## src/rtl/fifo_pkt_reader_if.sv

```systemverilog
// Bundle between the packet reader, its source FIFO and the downstream sink.
//   fifo_data_out : read data from the FIFO, valid the cycle after fifo_get
//   fifo_empty    : FIFO empty flag
//   fifo_get      : pop request to the FIFO
//   m_data        : word to downstream
//   m_valid       : m_data/m_sop/m_eop are valid
//   m_ready       : downstream accepts the word
//   m_sop, m_eop  : packet header / last word of packet markers
// master = the reader, slave = the environment (FIFO + sink).
interface fifo_pkt_reader_if #(
  parameter int DATA_WIDTH = 32
);
  logic [DATA_WIDTH-1:0] fifo_data_out;
  logic                  fifo_empty;
  logic                  fifo_get;
  logic [DATA_WIDTH-1:0] m_data;
  logic                  m_valid;
  logic                  m_ready;
  logic                  m_sop;
  logic                  m_eop;

  modport master (
    input  fifo_data_out, fifo_empty, m_ready,
    output fifo_get, m_data, m_valid, m_sop, m_eop
  );

  modport slave (
    output fifo_data_out, fifo_empty, m_ready,
    input  fifo_get, m_data, m_valid, m_sop, m_eop
  );
endinterface

```

## src/rtl/fifo_pkt_reader.sv

```systemverilog
// Pops words from a 1-cycle-latency FIFO into a 3-entry buffer and presents
// them downstream with a valid/ready handshake, marking packet boundaries.
// A packet is a header word whose low byte gives the number of payload words
// that follow (0..255).
//   clk   : single clock, rising edge
//   rst_n : asynchronous active-low reset
//   bus   : fifo_pkt_reader_if.master (FIFO read side + downstream stream)
module fifo_pkt_reader #(
  parameter int DATA_WIDTH = 32
) (
  input  logic clk,
  input  logic rst_n,
  fifo_pkt_reader_if.master bus
);

  typedef enum logic {HDR, PAY} state_t;

  state_t                state;
  logic [DATA_WIDTH-1:0] mem [3];
  logic [1:0]            count;
  logic [1:0]            count_nx;
  logic [1:0]            wr_idx;
  logic                  inflight;
  logic                  started;
  logic                  get;
  logic                  hs;
  logic                  valid;
  logic [7:0]            remaining;

  always_comb begin
    valid    = (count != 2'd0);
    hs       = valid && bus.m_ready;
    // started masks the first cycle after reset release, before inputs have
    // been sampled at an edge.  Reads in flight count against buffer space so
    // a captured word always has a slot.
    get      = started && !bus.fifo_empty &&
               (({1'b0, count} + {2'b00, inflight}) < 3'd3);
    count_nx = count + {1'b0, inflight} - {1'b0, hs};
    // When the head leaves in the same cycle, the tail slot moves down one.
    wr_idx   = hs ? (count - 2'd1) : count;
  end

  assign bus.fifo_get = get;
  assign bus.m_valid  = valid;
  assign bus.m_data   = mem[0];
  assign bus.m_sop    = valid && (state == HDR);
  assign bus.m_eop    = valid && ((state == HDR) ? (mem[0][7:0] == 8'd0)
                                                 : (remaining == 8'd1));

  always_ff @(posedge clk or negedge rst_n) begin
    if (!rst_n) begin
      started   <= 1'b0;
      inflight  <= 1'b0;
      count     <= '0;
      remaining <= '0;
      state     <= HDR;
      for (int unsigned i = 0; i < 3; i++) mem[i] <= '0;
    end else begin
      started  <= 1'b1;
      inflight <= get;
      count    <= count_nx;

      if (hs) begin
        mem[0] <= mem[1];
        mem[1] <= mem[2];
      end
      // Later assignment overrides the shift when both hit the same slot.
      if (inflight) mem[wr_idx] <= bus.fifo_data_out;

      if (hs) begin
        case (state)
          HDR: begin
            if (mem[0][7:0] != 8'd0) begin
              remaining <= mem[0][7:0];
              state     <= PAY;
            end
          end
          PAY: begin
            remaining <= remaining - 8'd1;
            if (remaining == 8'd1) state <= HDR;
          end
          default: state <= HDR;
        endcase
      end
    end
  end

endmodule

```

## src/flat_wrapper.sv

```systemverilog
// flat-port wrapper written by rule: the top's interface ports become plain ports
module fifo_pkt_reader_flat 
#(
  parameter int DATA_WIDTH = 32
)
  (clk, rst_n, bus_fifo_data_out, bus_fifo_empty, bus_m_ready, bus_fifo_get, bus_m_data, bus_m_valid, bus_m_sop, bus_m_eop);
  fifo_pkt_reader_if #(.DATA_WIDTH(DATA_WIDTH)) bus_i ();
  input  logic clk;
  input  logic rst_n;
  input wire logic [$bits(bus_i.fifo_data_out)-1:0] bus_fifo_data_out;
  input wire logic [$bits(bus_i.fifo_empty)-1:0] bus_fifo_empty;
  input wire logic [$bits(bus_i.m_ready)-1:0] bus_m_ready;
  output wire logic [$bits(bus_i.fifo_get)-1:0] bus_fifo_get;
  output wire logic [$bits(bus_i.m_data)-1:0] bus_m_data;
  output wire logic [$bits(bus_i.m_valid)-1:0] bus_m_valid;
  output wire logic [$bits(bus_i.m_sop)-1:0] bus_m_sop;
  output wire logic [$bits(bus_i.m_eop)-1:0] bus_m_eop;
  assign bus_i.fifo_data_out = bus_fifo_data_out;
  assign bus_i.fifo_empty = bus_fifo_empty;
  assign bus_i.m_ready = bus_m_ready;
  assign bus_fifo_get = bus_i.fifo_get;
  assign bus_m_data = bus_i.m_data;
  assign bus_m_valid = bus_i.m_valid;
  assign bus_m_sop = bus_i.m_sop;
  assign bus_m_eop = bus_i.m_eop;
  fifo_pkt_reader #(.DATA_WIDTH(DATA_WIDTH)) u_core (.clk(clk), .rst_n(rst_n), .bus(bus_i));
endmodule
```

## config.mk

```make
export PLATFORM = sky130hd
export DESIGN_NAME = fifo_pkt_reader_flat
export DESIGN_NICKNAME = d
export VERILOG_FILES = /design/src/rtl/fifo_pkt_reader_if.sv /design/src/rtl/fifo_pkt_reader.sv /design/src/flat_wrapper.sv
export SDC_FILE = /design/constraint.sdc
export NUM_CORES = 1
export LEC_CHECK = 0
export CORE_ASPECT_RATIO = 1.4
export CORE_MARGIN = 2
export CORE_UTILIZATION = 26
export DETAILED_ROUTE_END_ITERATION = 7
export GPL_ROUTABILITY_DRIVEN = 0
export SLEW_MARGIN = 15
export SYNTH_ARGS = -nofsm -noshare
export SYNTH_HDL_FRONTEND = slang
export SYNTH_SLANG_ARGS = --single-unit
```

## constraint.sdc

```tcl
create_clock -name clk -period 3.6 [get_ports clk]
set_input_delay 1.08 -clock clk [delete_from_list [all_inputs] [get_ports clk]]
set_output_delay 1.08 -clock clk [all_outputs]
set_load 0.1 [all_outputs]
```

Word level (Yosys, flattened, before mapping)
Cells that the tools add are included.

cells by class
  add/sub/neg operators = 5
  magnitude comparators = 3
  equal/unequal tests = 2
  multiplexer cells = 12
  bitwise logic cells = 2
  reduce and logical (&&, ||, !) cells = 11

operators with widths
  operator                                                              count
  96-bit bitwise mux                                                    1
  96-bit two-way mux                                                    1
  32-bit demux with 2-bit select                                        1
  64-bit two-way mux                                                    1
  32-bit two-way mux                                                    1
  8-bit one-hot mux with 2 select lines                                 1
  8-bit by 1-bit == test with 1-bit output, second input constant       1
  8-bit zero test                                                       1
  8-bit two-way mux                                                     1
  8-bit nonzero test                                                    1
  8-bit by 1-bit subtractor with 8-bit output, second input constant    1
  1-bit logical AND                                                     6
  2-bit by 1-bit adder with 3-bit output                                1
  3-bit greater-or-equal comparator, second input constant              1
  3-bit by 1-bit < comparator with 1-bit output, second input constant  1
  3-bit by 2-bit < comparator with 1-bit output, second input constant  1
  1-bit two-way mux                                                     3
  2-bit NOT with 3-bit output                                           1
  2-bit by 1-bit adder with 2-bit output                                1
  2-bit two-way mux                                                     1
  2-bit inequality test, second input constant                          1
  1-bit one-hot mux with 2 select lines                                 1
  2-bit AND reduction                                                   1
  2-bit nonzero test                                                    1
  other kinds (4)                                                       4

word-level totals
  register bits after elaboration = 109
  input bits = 36
  output and inout bits = 36
  logic and storage cells = 43

Longest topological paths before layout
  depth in word-level cells = 10
  mapped depth = 9
  mapped depth without buffers = 7

Worst setup path before layout
No wires, ideal clock.

  path kind = input-to-output
  from = input port bus_fifo_empty
  to = output port bus_fifo_get
  arrival time = 5.781 ns
  data required time = 2.520 ns
  slack = -3.261 ns
  stages on the path = 1
  buffers on the path = 0
  cells stage by stage = a2111oi_0

between the ends
  cells in the longest elaborated chain, start to end = 3

ends and longest elaborated chain
  item                             RTL line               RTL
  start, declared                  flat_wrapper.sv:11     input wire logic [$bits(bus_i.fifo_empty)-1:0] bus_fifo_empty;
  1-bit zero test                  fifo_pkt_reader.sv:36  get = started && !bus.fifo_empty &&
  1-bit logical AND (2 in series)  fifo_pkt_reader.sv:36
  end, declared                    flat_wrapper.sv:13     output wire logic [$bits(bus_i.fifo_get)-1:0] bus_fifo_get;

No other way between the ends.

Worst setup path in the final report
  from = register u_core.inflight
  to = output port bus_fifo_get

between the ends
  cells in the longest elaborated chain, start to end = 3

ends and longest elaborated chain
  item                                           RTL line               RTL
  start, declared                                fifo_pkt_reader.sv:23  logic inflight;
  start signal, assigned                         fifo_pkt_reader.sv:60  inflight <= get;
  2-bit by 1-bit adder with 3-bit output         fifo_pkt_reader.sv:37  (({1'b0, count} + {2'b00, inflight}) < 3'd3);
  3-bit by 2-bit < comparator with 1-bit output  fifo_pkt_reader.sv:37
  1-bit logical AND                              fifo_pkt_reader.sv:36

No other way between the ends.

==> summary.md <==
| Metric | Value |
|---|---|
| Outcome | `finished clean` |
| CTS sink cnt | `109` |
| Root buffer cell | `clkbuf_16` |
| Final-stage net count | `about 620` |
| DRC errors left | `0` |
| Level count of the clock H-tree | `3` |
| Yosys reg bits | `approximately 110` |
| RSZ-0062 raised after global routing | `no` |
| Number of flops mapped to enable cells by yosys | `0` |
| Hold Fails Final Rpt | `0` |
| CTS max path bufs | `2` |
| Global Route Usage Sum | `0.110` |
| Largest net degree at the start of global routing | `slightly below 80` |
| GR Layer Usage met2 | `0.183` |
| Total of max-cap violations | `0` |
| Flop pwr share | `0.334` |
| Ports | `just over 70` |
| Routed Antenna Nets | `0` |
| Final Max Slew Viols | `0` |
| First-pass GRT wire length | `just under 20 mm` |
| PD cells | `between 900 and 1000 mW/mm^2` |
| Tmin final | `between 3000 and 4000 ps` |
| Post-placement cell area | `0.00646 sq mm` |
| Top cells by count, synth | `nand2_1 (199), dfrtp_1 (109), mux2_1 (60), buf_4 (35), mux2_4 (30)` |
| Cts bufs inserted | `9` |
| Post-synthesis instance total | `approximately 550` |
| Worst vdd ir | `0.570 mV` |
| Top post-synthesis cells by area | `dfrtp_1 (48%), nand2_1 (13%), mux2_1 (12%)` |
| GR Util met3 | `0.0239` |
| Port Buf Inserts | `71` |
| Chip width | `between 100 and 150 um` |
| Largest area contributor in the netlist | `dfrtp_1` |
| Switch share | `0.450` |
| Crit-path max FO | `5` |
| Post-synth cell types | `43` |
| Avg WL per Cell | `13.4 um` |
| Final WL | `11.8 mm` |
| Count leader, synth | `nand2_1` |
| Worst Path Required | `around 2500 ps` |
| Met1 Resource Use GR | `0.138` |
| Resize count post-CTS | `0` |
| Post-Syn Area | `approximately 0.0057 sq mm` |
| Ys flop type | `dfrtp_1` |
| DIE AREA | `between 0.02 and 0.025 sq mm` |
| Synth top area share | `0.479` |
| Lkg Pwr | `3.32 nW` |
| Via-per-instance ratio | `approximately 4.3` |
| Fill cell count | `between 2,000 and 2,500` |
| Clock Skews | `6.23 ps` |
| Net count after synthesis | `590` |
| Post-synthesis sequential area ratio | `0.479` |
| Syn_area_per_cell | `10.4 sq um` |
| Initial DRC count | `148` |
| CTS tree | `done` |
| DR vias | `between 3,000 and 4,000` |
| Final setup vio count | `0` |
| Clk Latency, worst-skew pair | `350 ps` |
| Gate power share | `0.504` |
| Achievable Freq | `roughly 0.31 GHz` |
| Die span in y | `~180 um` |
| Inst Count DP | `slightly below 900` |
| Reg clk slew, reported paths | `70 ps` |
| HPWL Detailed | `7.97 mm` |
| Setup TNS | `0 ps` |
| Final Non-Filler Cells | `slightly below 900` |
| Core area | `approximately 0.022 sq mm` |
| Pint | `3.43 mW` |
| Vias in the first global route | `3,728` |
| Initial cell density of the core | `0.262` |
| GRT busiest layer | `met2` |
| Initial antenna violation count | `0` |
| Gr ovfl total | `0` |
| Synth warn | `0` |
| Post-CTS Setup Bufs | `0` |
| First-pass DRT Iterations | `4` |
| Fraction of registers with async set/reset | `1.00` |
| Area Growth Syn to Fin | `18.6%` |
| CTS Hold Bufs | `0` |
| Crit path kind | `reg2out` |
| Ant. Diodes | `0` |
| Rows | `64` |
| Part of the cycle the worst path needs | `0.889` |
| WP data arrival | `roughly 2100 ps` |
| CP Launch Type | `flop` |
| Layout cell share with drive strength beyond 1 | `0.193` |
| Switching pwr | `between 2 and 3 mW` |
| Min-Delay Path Class | `reg2reg` |
| Final instance area | `0.00675 sq mm` |
| Clk pwr share | `0.162` |
| CP Capture Type | `output port` |
-- through the flow --
stage | utilization | setup WS, ps | hold slack [ps] | total power [mW]
3_5_place_dp | 0.298 | 489 | 481 | 5.30
2_1_floorplan | - | 297 | 464 | 4.80
5_1_grt | 0.311 | 319 | 506 | 6.67
3_3_place_gp | 0.298 | 495 | 474 | 5.24
4_1_cts | 0.311 | 366 | 497 | 6.34
6_report | 0.311 | 401 | 493 | 6.24
-- final cells by class --
class                      instances  area (sq um)  area share
tap                              297           372      0.0551
clock inverter                     4          47.5     0.00704
clock buffer                      12           246      0.0365
multi-input combinational        369          2550       0.378
sequential                       109          2730       0.404
inverter                           7          26.3     0.00389
timing repair buffer              86           781       0.116
-- worst paths after layout --
| check | startpoint | end | slack (ps) | depth (start not counted) |
|---|---|---|---|---|
| min in group asynchronous | rst_n | u_core.started | 650 | 1 |
| min | flop | flop | 490 | 1 |
| min reg2reg | flop | flop | 490 | 1 |
| max reg2reg | u_core.count[0] | u_core.bus.m_data[31] | 1200 | 7 |
| max | u_core.inflight | bus_fifo_get | 400 | 4 |
| max in group asynchronous | rst_n | async pin | 2160 | 2 |
-- layer usage --
layer,part of all wire,vias up
li1,-,1843
met1,0.45,1851
met2,0.50,56
met3,0.031,13
met4,0.019,0
met5,0,-
-- power by group through the flow --
stage               Sequential (mW)  Clock, mW  Combinational [mW]
global placement               2.10          0                3.14
CTS                            2.09       1.05                3.20
detailed placement             2.11          0                3.18
finish                         2.08       1.01                3.14
floorplan                      2.00          0                2.80
global route                   2.16       1.10                3.40
-- layout by cell type (no fill, tap or decap), drive strengths merged --
cell type / synthesis / routed
clkbuf: 11 / 12
ha: 6 / 6
and4b: 1 / 1
o41ai: 1 / 1
o21a: 1 / 1
a21boi: 1 / 1
a211oi: 1 / 1
mux2i: 4 / 4
nand4: 1 / 1
nand3b: 1 / 1
bufinv: 0 / 1
o221ai: 2 / 2
nand3: 3 / 3
clkinv: 0 / 2
a21oi: 1 / 1
buf: 52 / 52
and3: 2 / 2
nor2b: 1 / 1
inv: 7 / 7
o21ai: 8 / 8
clkdlybuf4s50: 0 / 34
a22oi: 8 / 8
nor4: 5 / 5
or2: 1 / 1
nand2b: 1 / 1
conb: 1 / 1
mux2: 96 / 96
o211ai: 2 / 2
and2: 1 / 1
nand2: 199 / 199
nor2: 8 / 8
nor3: 5 / 5
clkinvlp: 0 / 1
a2111oi: 1 / 1
a32o: 2 / 2
dfrtp: 109 / 109
xnor2: 3 / 3
a41o: 1 / 1
o31ai: 1 / 1
-- worst max-delay path, cell delays in order (launching register included) --
cell	delay, ps
dfrtp_1	520
ha_1	270
ha_1	310
a2111oi_4	440
buf_12	220
-- cell families (layout without fill, tap and decap cells) --
kind of cell	after synthesis	after routing	synth area share
adders and majority gates	6	6	0.0132
buffers and inverters	70	109	0.0807
AOI/OAI and AO/OA	30	30	0.0424
DFF	109	109	0.479
xor gates and xnor gates	3	3	0.00462
and+or+nand+nor	229	229	0.162
muxes	100	100	0.217
other	1	1	0.000659
No activity file was read; power rests on OpenSTA's default activity.
